`src/rtl/mips_decode_pkg.sv`:
```
// mips_decode_pkg: MIPS opcode constants, decoded-instruction record and decode function
package mips_decode_pkg;
  localparam logic [5:0] OP_SPECIAL = 6'h00;
  localparam logic [5:0] OP_REGIMM  = 6'h01;
  localparam logic [5:0] OP_J       = 6'h02;
  localparam logic [5:0] OP_JAL     = 6'h03;
  localparam logic [5:0] OP_BEQ     = 6'h04;
  localparam logic [5:0] OP_BNE     = 6'h05;
  localparam logic [5:0] OP_BLEZ    = 6'h06;
  localparam logic [5:0] OP_BGTZ    = 6'h07;
  localparam logic [5:0] OP_ANDI    = 6'h0C;
  localparam logic [5:0] OP_ORI     = 6'h0D;
  localparam logic [5:0] OP_XORI    = 6'h0E;
  localparam logic [5:0] OP_LB      = 6'h20;
  localparam logic [5:0] OP_LH      = 6'h21;
  localparam logic [5:0] OP_LW      = 6'h23;
  localparam logic [5:0] OP_LBU     = 6'h24;
  localparam logic [5:0] OP_LHU     = 6'h25;
  localparam logic [5:0] OP_SB      = 6'h28;
  localparam logic [5:0] OP_SH      = 6'h29;
  localparam logic [5:0] OP_SW      = 6'h2B;
  localparam logic [5:0] FUNCT_JALR = 6'h09;
  localparam logic [4:0] RT_BLTZAL  = 5'h10;
  localparam logic [4:0] RT_BGEZAL  = 5'h11;
  localparam logic [4:0] REG_RA     = 5'd31;

  typedef struct packed {
    logic [31:0] pc;
    logic [5:0]  op;
    logic [4:0]  rs;
    logic [4:0]  rt;
    logic [4:0]  rd;
    logic [4:0]  shamt;
    logic [5:0]  funct;
    logic [25:0] target;
    logic [31:0] imm;
    logic [4:0]  dest;
    logic        is_r;
    logic        is_i;
    logic        is_j;
    logic        is_branch;
    logic        is_load;
    logic        is_store;
    logic        use_link;
  } dec_t;

  function automatic dec_t decode(input logic [31:0] pc, input logic [31:0] instr);
    dec_t d;
    logic link_b;
    d.pc        = pc;
    d.op        = instr[31:26];
    d.rs        = instr[25:21];
    d.rt        = instr[20:16];
    d.rd        = instr[15:11];
    d.shamt     = instr[10:6];
    d.funct     = instr[5:0];
    d.target    = instr[25:0];
    d.imm       = (d.op == OP_ANDI || d.op == OP_ORI || d.op == OP_XORI) ?
                  {16'h0000, instr[15:0]} : {{16{instr[15]}}, instr[15:0]};
    d.is_r      = d.op == OP_SPECIAL;
    d.is_j      = d.op == OP_J || d.op == OP_JAL;
    d.is_i      = !d.is_r && !d.is_j;
    d.is_branch = d.op == OP_REGIMM || d.op == OP_BEQ || d.op == OP_BNE ||
                  d.op == OP_BLEZ || d.op == OP_BGTZ;
    d.is_load   = d.op == OP_LB || d.op == OP_LH || d.op == OP_LW ||
                  d.op == OP_LBU || d.op == OP_LHU;
    d.is_store  = d.op == OP_SB || d.op == OP_SH || d.op == OP_SW;
    link_b      = d.op == OP_REGIMM && (d.rt == RT_BLTZAL || d.rt == RT_BGEZAL);
    d.use_link  = link_b || (d.is_r && d.funct == FUNCT_JALR) || d.op == OP_JAL;
    d.dest      = (d.op == OP_JAL || link_b) ? REG_RA :
                  d.is_r ? d.rd :
                  (d.is_store || d.is_branch || d.op == OP_J) ? 5'd0 : d.rt;
    return d;
  endfunction
endpackage

```
`src/rtl/decode_stage_if.sv`:
```
// decode_stage_if: fetch-side and execute-side handshakes of the decode stage
interface decode_stage_if #(parameter int DEPTH = 4, parameter int CNT_W = 16);
  logic                       flush_i;
  logic                       instr_valid_i;
  logic                       instr_ready_o;
  logic [31:0]                instr_i;
  logic [31:0]                pc_i;
  logic                       valid_o;
  logic                       ready_i;
  logic [31:0]                pc_o;
  logic [5:0]                 op_o;
  logic [4:0]                 rs_o;
  logic [4:0]                 rt_o;
  logic [4:0]                 rd_o;
  logic [4:0]                 shamt_o;
  logic [5:0]                 funct_o;
  logic [25:0]                target_o;
  logic [31:0]                imm_o;
  logic [4:0]                 dest_o;
  logic                       is_r_type_o;
  logic                       is_i_type_o;
  logic                       is_j_type_o;
  logic                       is_branch_o;
  logic                       is_load_o;
  logic                       is_store_o;
  logic                       use_link_reg_o;
  logic [$clog2(DEPTH):0]     count_o;
  logic [CNT_W-1:0]           stall_cnt_o;

  modport slave (
    input  flush_i, instr_valid_i, instr_i, pc_i, ready_i,
    output instr_ready_o, valid_o, pc_o, op_o, rs_o, rt_o, rd_o, shamt_o, funct_o,
           target_o, imm_o, dest_o, is_r_type_o, is_i_type_o, is_j_type_o,
           is_branch_o, is_load_o, is_store_o, use_link_reg_o, count_o, stall_cnt_o
  );

  modport master (
    output flush_i, instr_valid_i, instr_i, pc_i, ready_i,
    input  instr_ready_o, valid_o, pc_o, op_o, rs_o, rt_o, rd_o, shamt_o, funct_o,
           target_o, imm_o, dest_o, is_r_type_o, is_i_type_o, is_j_type_o,
           is_branch_o, is_load_o, is_store_o, use_link_reg_o, count_o, stall_cnt_o
  );
endinterface

```
`src/rtl/decode_fifo.sv`:
```
// decode_fifo: synchronous FIFO with flush and occupancy count
module decode_fifo #(
  parameter int DEPTH = 4,
  parameter int WIDTH = 64
) (
  input  logic                     clk,
  input  logic                     reset,
  input  logic                     flush_i,
  input  logic                     push_i,
  input  logic                     pop_i,
  input  logic [WIDTH-1:0]         data_i,
  output logic [WIDTH-1:0]         data_o,
  output logic [$clog2(DEPTH):0]   count_o,
  output logic                     full_o,
  output logic                     empty_o
);
  localparam int AW = $clog2(DEPTH);
  logic [WIDTH-1:0] mem_q [DEPTH];
  logic [AW-1:0]    wr_q, rd_q;
  logic [AW:0]      count_q;
  logic             do_push, do_pop;
  assign full_o  = count_q == (AW+1)'(DEPTH);
  assign empty_o = count_q == '0;
  assign do_push = push_i && !full_o && !flush_i;
  assign do_pop  = pop_i && !empty_o && !flush_i;
  assign data_o  = mem_q[rd_q];
  assign count_o = count_q;
  // pointers wrap naturally because DEPTH is a power of two
  always_ff @(posedge clk or posedge reset) begin
    if (reset) begin
      wr_q    <= '0;
      rd_q    <= '0;
      count_q <= '0;
    end else if (flush_i) begin
      wr_q    <= '0;
      rd_q    <= '0;
      count_q <= '0;
    end else begin
      wr_q    <= wr_q + AW'(do_push);
      rd_q    <= rd_q + AW'(do_pop);
      count_q <= count_q + (AW+1)'(do_push) - (AW+1)'(do_pop);
    end
  end
  // storage needs no reset; only entries below count are ever observed
  always_ff @(posedge clk) begin
    if (do_push) mem_q[wr_q] <= data_i;
  end
endmodule

```
`src/rtl/decode_stage.sv`:
```
// decode_stage: queued MIPS decoder with registered output slot, flush and stall counter
module decode_stage
  import mips_decode_pkg::*;
#(
  parameter int DEPTH = 4,
  parameter int CNT_W = 16
) (
  input  logic           clk,
  input  logic           reset,
  decode_stage_if.slave  bus
);
  logic [63:0]      head;
  logic             empty, full, load;
  dec_t             slot_q, slot_d;
  logic             valid_q, valid_d;
  logic [CNT_W-1:0] stall_q, stall_d;
  assign bus.instr_ready_o = !reset && !full;
  assign load = (!valid_q || bus.ready_i) && !empty;

  decode_fifo #(.DEPTH(DEPTH), .WIDTH(64)) u_fifo (
    .clk     (clk),
    .reset   (reset),
    .flush_i (bus.flush_i),
    .push_i  (bus.instr_valid_i && bus.instr_ready_o),
    .pop_i   (load),
    .data_i  ({bus.pc_i, bus.instr_i}),
    .data_o  (head),
    .count_o (bus.count_o),
    .full_o  (full),
    .empty_o (empty)
  );

  // slot refills from the queue head whenever it is empty or being consumed
  always_comb begin
    slot_d  = (load && !bus.flush_i) ? decode(head[63:32], head[31:0]) : slot_q;
    valid_d = bus.flush_i ? 1'b0 : load ? 1'b1 : (valid_q && bus.ready_i) ? 1'b0 : valid_q;
    stall_d = (valid_q && !bus.ready_i && stall_q != '1) ? stall_q + CNT_W'(1) : stall_q;
  end

  // slot and counter registers; reset clears every visible decoded field
  always_ff @(posedge clk or posedge reset) begin
    if (reset) begin
      slot_q  <= '0;
      valid_q <= 1'b0;
      stall_q <= '0;
    end else begin
      slot_q  <= slot_d;
      valid_q <= valid_d;
      stall_q <= stall_d;
    end
  end

  assign bus.valid_o        = valid_q;
  assign bus.pc_o           = slot_q.pc;
  assign bus.op_o           = slot_q.op;
  assign bus.rs_o           = slot_q.rs;
  assign bus.rt_o           = slot_q.rt;
  assign bus.rd_o           = slot_q.rd;
  assign bus.shamt_o        = slot_q.shamt;
  assign bus.funct_o        = slot_q.funct;
  assign bus.target_o       = slot_q.target;
  assign bus.imm_o          = slot_q.imm;
  assign bus.dest_o         = slot_q.dest;
  assign bus.is_r_type_o    = slot_q.is_r;
  assign bus.is_i_type_o    = slot_q.is_i;
  assign bus.is_j_type_o    = slot_q.is_j;
  assign bus.is_branch_o    = slot_q.is_branch;
  assign bus.is_load_o      = slot_q.is_load;
  assign bus.is_store_o     = slot_q.is_store;
  assign bus.use_link_reg_o = slot_q.use_link;
  assign bus.stall_cnt_o    = stall_q;
endmodule

```
`src/flat_wrapper.sv`:
```
// flat-port wrapper written by rule: the top's interface ports become plain ports
module decode_stage_flat import mips_decode_pkg::*;
#(
  parameter int DEPTH = 4,
  parameter int CNT_W = 16
)
  (clk, reset, bus_flush_i, bus_instr_valid_i, bus_instr_i, bus_pc_i, bus_ready_i, bus_instr_ready_o, bus_valid_o, bus_pc_o, bus_op_o, bus_rs_o, bus_rt_o, bus_rd_o, bus_shamt_o, bus_funct_o, bus_target_o, bus_imm_o, bus_dest_o, bus_is_r_type_o, bus_is_i_type_o, bus_is_j_type_o, bus_is_branch_o, bus_is_load_o, bus_is_store_o, bus_use_link_reg_o, bus_count_o, bus_stall_cnt_o);
  decode_stage_if #(.DEPTH(DEPTH), .CNT_W(CNT_W)) bus_i ();
  input  logic clk;
  input  logic reset;
  input wire logic [$bits(bus_i.flush_i)-1:0] bus_flush_i;
  input wire logic [$bits(bus_i.instr_valid_i)-1:0] bus_instr_valid_i;
  input wire logic [$bits(bus_i.instr_i)-1:0] bus_instr_i;
  input wire logic [$bits(bus_i.pc_i)-1:0] bus_pc_i;
  input wire logic [$bits(bus_i.ready_i)-1:0] bus_ready_i;
  output wire logic [$bits(bus_i.instr_ready_o)-1:0] bus_instr_ready_o;
  output wire logic [$bits(bus_i.valid_o)-1:0] bus_valid_o;
  output wire logic [$bits(bus_i.pc_o)-1:0] bus_pc_o;
  output wire logic [$bits(bus_i.op_o)-1:0] bus_op_o;
  output wire logic [$bits(bus_i.rs_o)-1:0] bus_rs_o;
  output wire logic [$bits(bus_i.rt_o)-1:0] bus_rt_o;
  output wire logic [$bits(bus_i.rd_o)-1:0] bus_rd_o;
  output wire logic [$bits(bus_i.shamt_o)-1:0] bus_shamt_o;
  output wire logic [$bits(bus_i.funct_o)-1:0] bus_funct_o;
  output wire logic [$bits(bus_i.target_o)-1:0] bus_target_o;
  output wire logic [$bits(bus_i.imm_o)-1:0] bus_imm_o;
  output wire logic [$bits(bus_i.dest_o)-1:0] bus_dest_o;
  output wire logic [$bits(bus_i.is_r_type_o)-1:0] bus_is_r_type_o;
  output wire logic [$bits(bus_i.is_i_type_o)-1:0] bus_is_i_type_o;
  output wire logic [$bits(bus_i.is_j_type_o)-1:0] bus_is_j_type_o;
  output wire logic [$bits(bus_i.is_branch_o)-1:0] bus_is_branch_o;
  output wire logic [$bits(bus_i.is_load_o)-1:0] bus_is_load_o;
  output wire logic [$bits(bus_i.is_store_o)-1:0] bus_is_store_o;
  output wire logic [$bits(bus_i.use_link_reg_o)-1:0] bus_use_link_reg_o;
  output wire logic [$bits(bus_i.count_o)-1:0] bus_count_o;
  output wire logic [$bits(bus_i.stall_cnt_o)-1:0] bus_stall_cnt_o;
  assign bus_i.flush_i = bus_flush_i;
  assign bus_i.instr_valid_i = bus_instr_valid_i;
  assign bus_i.instr_i = bus_instr_i;
  assign bus_i.pc_i = bus_pc_i;
  assign bus_i.ready_i = bus_ready_i;
  assign bus_instr_ready_o = bus_i.instr_ready_o;
  assign bus_valid_o = bus_i.valid_o;
  assign bus_pc_o = bus_i.pc_o;
  assign bus_op_o = bus_i.op_o;
  assign bus_rs_o = bus_i.rs_o;
  assign bus_rt_o = bus_i.rt_o;
  assign bus_rd_o = bus_i.rd_o;
  assign bus_shamt_o = bus_i.shamt_o;
  assign bus_funct_o = bus_i.funct_o;
  assign bus_target_o = bus_i.target_o;
  assign bus_imm_o = bus_i.imm_o;
  assign bus_dest_o = bus_i.dest_o;
  assign bus_is_r_type_o = bus_i.is_r_type_o;
  assign bus_is_i_type_o = bus_i.is_i_type_o;
  assign bus_is_j_type_o = bus_i.is_j_type_o;
  assign bus_is_branch_o = bus_i.is_branch_o;
  assign bus_is_load_o = bus_i.is_load_o;
  assign bus_is_store_o = bus_i.is_store_o;
  assign bus_use_link_reg_o = bus_i.use_link_reg_o;
  assign bus_count_o = bus_i.count_o;
  assign bus_stall_cnt_o = bus_i.stall_cnt_o;
  decode_stage #(.DEPTH(DEPTH), .CNT_W(CNT_W)) u_core (.clk(clk), .reset(reset), .bus(bus_i));
endmodule
```
`config.mk`:
```
export PLATFORM = sky130hd
export DESIGN_NAME = decode_stage_flat
export DESIGN_NICKNAME = d
export VERILOG_FILES = /design/src/rtl/mips_decode_pkg.sv /design/src/rtl/decode_stage_if.sv /design/src/rtl/decode_fifo.sv /design/src/rtl/decode_stage.sv /design/src/flat_wrapper.sv
export SDC_FILE = /design/constraint.sdc
export NUM_CORES = 1
export LEC_CHECK = 0
export BUFFER_PORTS_ARGS = -buffer_cell sky130_fd_sc_hd__buf_2
export CORE_AREA = 5 5 233 235
export CTS_CLUSTER_DIAMETER = 80
export DETAILED_ROUTE_END_ITERATION = 10
export DIE_AREA = 0 0 238 240
export GPL_ROUTABILITY_DRIVEN = 0
export PLACE_DENSITY = 0.41
export SLEW_MARGIN = 20
export SYNTH_ARGS = -nofsm -noshare
export SYNTH_HDL_FRONTEND = slang
export SYNTH_SLANG_ARGS = --single-unit
```
`constraint.sdc`:
```
create_clock -name clk -period 7.3 [get_ports clk]
set_clock_uncertainty 0.15 [all_clocks]
set_input_delay 0 -clock clk [delete_from_list [all_inputs] [get_ports clk]]
set_output_delay 0 -clock clk [all_outputs]
set_load 0.005 [all_outputs]
```
==> impl_metrics.toml, run 1 <==
[status]
outcome = "completed"

[global_routing]
grt_start_max_net_pins = 72
grt_util_met2 = 0.198
use_met3 = 0.0253
grt_busiest_layer = "met2"
global_route.usage.met1 = 0.155
grt_usage = 0.118
overflow = 0
grt_pass1_vias = 8096
antenna_found_initial = 2
grt_pass1_wl_um = 51300

[min_path]
min_path_type = "in2reg"
holdPathStages = 2

[power]
ir_drop_v = 0.000167
power.density_nw_per_um2 = 345
power.leakage_nw = 6.71

[logic_synthesis]
synth_cell_types = 48
ys.flop_type = "edfxtp_1"
synthArstFlopShare = 0.283
ys_seq_area_frac = 0.737
ys_ff_latch = 357
synth_warnings = 0
syn_area_per_cell_um2 = 16.7
synth_nets = 904
syn_inst = 829
synth_edf_count = 256
netlist_area_um2 = 13900

[sta]
fin_tns_setup_ns = 0
slew_headroom = 0.359
worst_slack_ns = 4.07
worst-slew-pin-transition_ns = 0.959
slew_viol_final = 0
rsz0062_at_grt = "false"
hold_viol_final = 0
min_period_ns = 3.23
fin_crit_sh = 0.442
setup_viol = 0
clock.fmax_mhz = 310

[job]
maxCapViolCount = 0

[layout]
final_common_cell = "edfxtp_1"
area_delta_synth_final_pct = 24.9
fin_nets = 1161
drive_gt1_frac = 0.330
final_cell_mix = "edfxtp_1 (256), buf_2 (223), nand2_1 (196)"
final_design_area_no_fill_um2 = 17300

[placed_design]
io_buffers = 223
hpwl_um = 20500
dp_slack_ns = 4.01
placed_cell_area_um2 = 15400

[detailed_routing]
num_vias = 7577
remaining_drc_errors = 0
drt_first_iter_violations = 282
firstDrtPassIters = 4
viasPerCell = 4.20
routed_wl_um = 33700
drtAntennaViolNets = 0
wl_per_cell_um = 18.7

[floorplan]
die_w_um = 238
row_count = 84
dieArea_um2 = 57100
coreArea_um2 = 52000
io_pins = 224
dieHeight_um = 240
start_util = 0.266

[clocking]
cts-buffers-inserted = 41
numClockSinks = 357
clk_transition_reported_paths_ns = 0.06
cts-resized-gates = 0
clockBufferDepth = 3
cts_tree = "yes"
clk_latency_ns = 0.54
h-tree-depth = 2
cts_root_buf = "clkbuf_16"

[setup_path]
critical_path.max_fanout = 46
critPathRequiredTime_ns = 7.61
crit_arrival_ns = 3.53
crit_slowest_cell = "buf_4"
cp-end-kind = "register"
crit_path_start_kind = "register"
worst-r2r-cell-count = 6
critical-path-max-stage-delay_ns = 0.70
crit_path_cell_trace = "buf_4, mux4_2, or3_1, nor4_4, nand3_1, o2111ai_1"
crit_type = "reg2reg"
## layout make-up
class | instances | area, µm²
tap | 688 | 861
clock inverter | 17 | 153
timing repair buffer | 303 | 1890
inverter | 12 | 55.1
clock buffer | 55 | 1110
antenna | 1 | 2.50
sequential | 357 | 10200
multi-input combinational | 371 | 3020
fill | 5123 | 34700
## metal layers
layer  wire (µm)  vias up  part of all wire
li1            -     3523                 -
met1       14600     3830              0.43
met2       16700      173              0.50
met3        1650       49             0.049
met4         701        2             0.021
met5          13        -           0.00039
## report_power, final
part | internal [mW] | total (mW) | switching (mW)
combinational | 0.645 | 1.37 | 0.729
sequential | 2.44 | 2.66 | 0.227
clock | 1.14 | 1.94 | 0.804
## repair_timing
item                       in CTS  in global routing
setup buffers                   0                  0
setup endpoints to repair       0                  0
hold buffers                   70                  0
hold endpoints to repair      327                  0
## worst max-delay path: cells and delay by family (launching register included)
kind | cells | cell delay [ns]
AO/OA/AOI/OAI | 1 | 0.13
flip-flops | 1 | 0.62
multiplexers | 1 | 0.46
buffers and inverters | 1 | 0.70
AND/OR/NAND/NOR | 3 | 1.05
## sequential cells by signal, summed over array words and instances (netlist names), 2 cells and up
signal,flops
u_core.bus.op_o,6
u_core.u_fifo.wr_q,2
u_core.u_fifo.count_o,3
u_core.bus.imm_o,17
u_core.u_fifo.rd_q,2
u_core.bus.dest_o,5
u_core.u_fifo.mem_q,256
u_core.bus.stall_cnt_o,16
u_core.bus.pc_o,32
u_core.bus.target_o,10
## path summary, 6_finish.rpt
path / from / end / slack, ns
min in group asynchronous: reset / u_core.u_fifo.count_o[2] / 0.57
max in group asynchronous: reset / u_core.bus.is_store_o / 5.20
worst min-delay path: bus_pc_i[8] / u_core.u_fifo.mem_q[3][40] / 0.06
worst min register to register: u_core.bus.pc_o[29] / u_core.bus.pc_o[29] / 0.32
worst max register to register: u_core.u_fifo.rd_q[1] / u_core.bus.dest_o[2] / 4.07
worst max-delay path: u_core.u_fifo.rd_q[1] / u_core.bus.dest_o[2] / 4.07
## through the flow
step | hold slack [ns] | cells | power (mW) | util
after CTS | 0.0169 | 1803 | 6.13 | 0.333
after global placement | 0.0351 | 1661 | 4.11 | 0.295
after global routing | 0.0308 | 1803 | 6.37 | 0.333
after detailed placement | 0.0342 | 1661 | 4.11 | 0.295
after floorplan | -0.115 | 829 | 3.64 | -
final | 0.0576 | 1804 | 5.98 | 0.333
## synth_stat cells (2+ instances only)
cell type / number / area share
clkbuf_1: 19 / 0.0051
xor2_1: 4 / 0.0025
or3_1: 2 / 0.00090
buf_6: 3 / 0.0024
inv_1: 9 / 0.0024
nand4_1: 5 / 0.0023
nand3_1: 12 / 0.0043
o21ai_1: 3 / 0.0011
dfrtp_1: 101 / 0.18
buf_4: 57 / 0.031
nor3_1: 3 / 0.0011
nand2_1: 196 / 0.053
buf_2: 7 / 0.0025
nor2b_1: 5 / 0.0023
and3_1: 3 / 0.0014
o31ai_1: 2 / 0.0011
o21ai_0: 7 / 0.0025
clkbuf_8: 2 / 0.0020
edfxtp_1: 256 / 0.55
mux4_2: 63 / 0.10
nor2_1: 12 / 0.0032
o2111ai_1: 6 / 0.0038
nor3b_1: 2 / 0.0011
and4_1: 3 / 0.0019
ha_1: 5 / 0.0045
xnor2_1: 15 / 0.0095
a31oi_1: 3 / 0.0014
a21oi_1: 4 / 0.0014
## logic make-up after synthesis
family / after synthesis / share of synthesized area
buf+inv: 101 / 0.0470
mux: 65 / 0.105
flops: 357 / 0.737
simple gates: 251 / 0.0771
fa+ha+maj: 6 / 0.00596
compound gates: 30 / 0.0159
xor+xnor: 19 / 0.0120
No activity file was read; power rests on OpenSTA's default activity.
==> inputs of run 2 (changes only) <==
--- a/config.mk
+++ b/config.mk
@@ -11,7 +11,7 @@
 export DETAILED_ROUTE_END_ITERATION = 10
 export DIE_AREA = 0 0 238 240
 export GPL_ROUTABILITY_DRIVEN = 0
-export PLACE_DENSITY = 0.41
+export PLACE_DENSITY = 0.42
 export SLEW_MARGIN = 20
 export SYNTH_ARGS = -nofsm -noshare
 export SYNTH_HDL_FRONTEND = slang
==> constraint.sdc (replaced) <==
create_clock -name clk -period 2.7 [get_ports clk]
set_clock_uncertainty 0.15 [all_clocks]
set_input_delay 0 -clock clk [delete_from_list [all_inputs] [get_ports clk]]
set_output_delay 0 -clock clk [all_outputs]
set_load 0.005 [all_outputs]
==> run 2 against run 1 <==
Effect of this change: clock power increased to 2.9 times the previous value; global-route usage decreased by 0.21 points; sequential cell count unchanged; die area unchanged; worst hold slack worse by 0.0043 ns; critical path type unchanged; core utilization grew 0.69 points; cell count rose by 1.1%; largest cell class unchanged; sequential share of layout area decreased by 1.2 points.
==> impl_metrics.toml, run 2 (same netlist as run 1, synthesis figures left out) <==
[status]
outcome = "completed"

[clocking]
clk_transition_reported_paths_ns = 0.06
cts-buffers-inserted = 42
cts_tree = "yes"
numClockSinks = 357
cts_root_buf = "clkbuf_16"
clk_latency_ns = 0.56
h-tree-depth = 2
clockBufferDepth = 3

[layout]
area_delta_synth_final_pct = 27.5
fin_nets = 1176
final_cells = 1823
final_common_cell = "edfxtp_1"
drive_gt1_frac = 0.347
fill_cells = 5117
regMostFlops = "u_core.u_fifo.mem_q"
utilization = 0.340
final_cell_mix = "edfxtp_1 (256), buf_2 (223), nand2_1 (196)"
largest_reg_flops = 256

[sta]
slew_headroom = 0.585
hold_viol_final = 0
worst-slew-pin-transition_ns = 0.614
slew_viol_final = 0
worst_slack_ns = 0.159
setup_viol = 0
fin_tns_setup_ns = 0
rsz0062_at_grt = "false"
min_period_ns = 2.54
fin_crit_sh = 0.941
clock.fmax_mhz = 394

[min_path]
holdPathStages = 2
min_path_type = "in2reg"
hp-start = "bus_pc_i[7]"
worstHoldEndpoint = "u_core.u_fifo.mem_q[3][39]"

[setup_path]
crit_cells = 6
crit_type = "reg2reg"
worst-r2r-cell-count = 6
rrSetupSlack_ns = 0.16
crit_path_start_kind = "register"
r2r_end = "u_core.bus.dest_o[3]"
critical_path.max_fanout = 10
rr_startpoint = "u_core.u_fifo.rd_q[0]"
crit_arrival_ns = 2.86
cp_top_family = "simple AND/OR/NAND/NOR gates"
cp.buffers_inverters = 1
crit_slowest_cell = "or4b_4"
crit_path_cell_trace = "mux4_2, or4b_4, a2111oi_4, buf_4, nand2_2, o2111ai_1"
cp-end-kind = "register"
critPathRequiredTime_ns = 3.02
critical-path-max-stage-delay_ns = 0.57

[floorplan]
start_util = 0.266
dieArea_um2 = 57100
die_w_um = 238
io_pins = 224
row_count = 84
coreArea_um2 = 52000
dieHeight_um = 240

[power]
power.density_nw_per_um2 = 936
power.leakage_nw = 6.88
total_power_mw = 16.6
ir_drop_v = 0.000545

[global_routing]
antenna_found_initial = 1
grt_usage = 0.116
overflow = 0
grt_start_max_net_pins = 88
grt_pass1_wl_um = 50800
grt_pass1_vias = 8195

[detailed_routing]
num_vias = 7679
drtAntennaViolNets = 0
firstDrtPassIters = 4
viasPerCell = 4.21
drt_first_iter_violations = 383
wl_per_cell_um = 18.2
remaining_drc_errors = 0
routed_wl_um = 33300

[placed_design]
dp_slack_ns = 0.0568
dp.cells = 1673
hpwl_um = 20600
io_buffers = 223

[job]
maxCapViolCount = 0
[run 2: changes by cell type in the layout (fill, tap and decap cells not counted), moves of 2 or more]
cell,delta
clkinv_2,+9
buf_12,+11
clkinv_4,-2
clkinv_1,-3
clkbuf_16,+4
buf_4,+3
[run 2: through the flow]
stage | hold WS [ns] | cell area (µm²)
after floorplan | -0.128 | 13900
after global placement | -0.154 | 15600
after detailed placement | -0.149 | 15600
after CTS | 0.00422 | 17700
after global routing | 0.0256 | 17700
final | 0.0533 | 17700
[run 2: metal layers]
metal | global-route usage | wire length (µm)
met1 | 0.151 | 14400
met2 | 0.194 | 16100
met3 | 0.0292 | 2060
met4 | 0.0317 | 658
met5 | 0 | 0
[run 2: worst max path at each step]
stage                                   startpoint  slack [ns]                        end
after CTS                    u_core.u_fifo.rd_q[0]        0.04       u_core.bus.dest_o[1]
after global routing         u_core.u_fifo.rd_q[0]        0.04       u_core.bus.dest_o[1]
final                        u_core.u_fifo.rd_q[0]        0.16       u_core.bus.dest_o[3]
after global placement       u_core.u_fifo.rd_q[0]        0.09       u_core.bus.dest_o[3]
after floorplan           u_core.u_fifo.count_o[1]       -0.46  u_core.u_fifo.mem_q[1][0]
after detailed placement     u_core.u_fifo.rd_q[0]        0.06       u_core.bus.dest_o[1]
[run 2: where the power goes]
part / leakage (nW) / internal (mW) / total, mW / switching (mW)
clock: 0.664 / 3.30 / 5.54 / 2.24
sequential: 3.59 / 6.59 / 7.08 / 0.496
combinational: 2.62 / 1.84 / 3.93 / 2.09
[run 2: worst register-to-register path, cell delays in order (launching register included)]
cell	delay, ns
dfrtp_4	0.53
mux4_2	0.54
or4b_4	0.57
a2111oi_4	0.29
buf_4	0.19
nand2_2	0.08
o2111ai_1	0.10
[run 2: final cells by class]
type / count / area [µm²] / area share
timing repair buffer: 317 / 2130 / 0.121
sequential: 357 / 10200 / 0.578
multi-input combinational: 371 / 3040 / 0.172
clock inverter: 20 / 164 / 0.00927
tap: 688 / 861 / 0.0487
clock buffer: 57 / 1190 / 0.0674
antenna: 1 / 2.50 / 0.000142
inverter: 12 / 56.3 / 0.00319
[run 2: what timing repair did]
item / 4_1_cts / 5_1_grt
setup endpoints to repair: 0 / 6
hold endpoints to repair: 381 / 0
hold buffers: 70 / 0
buffers inserted: 0 / 2
resized for setup: 0 / 1
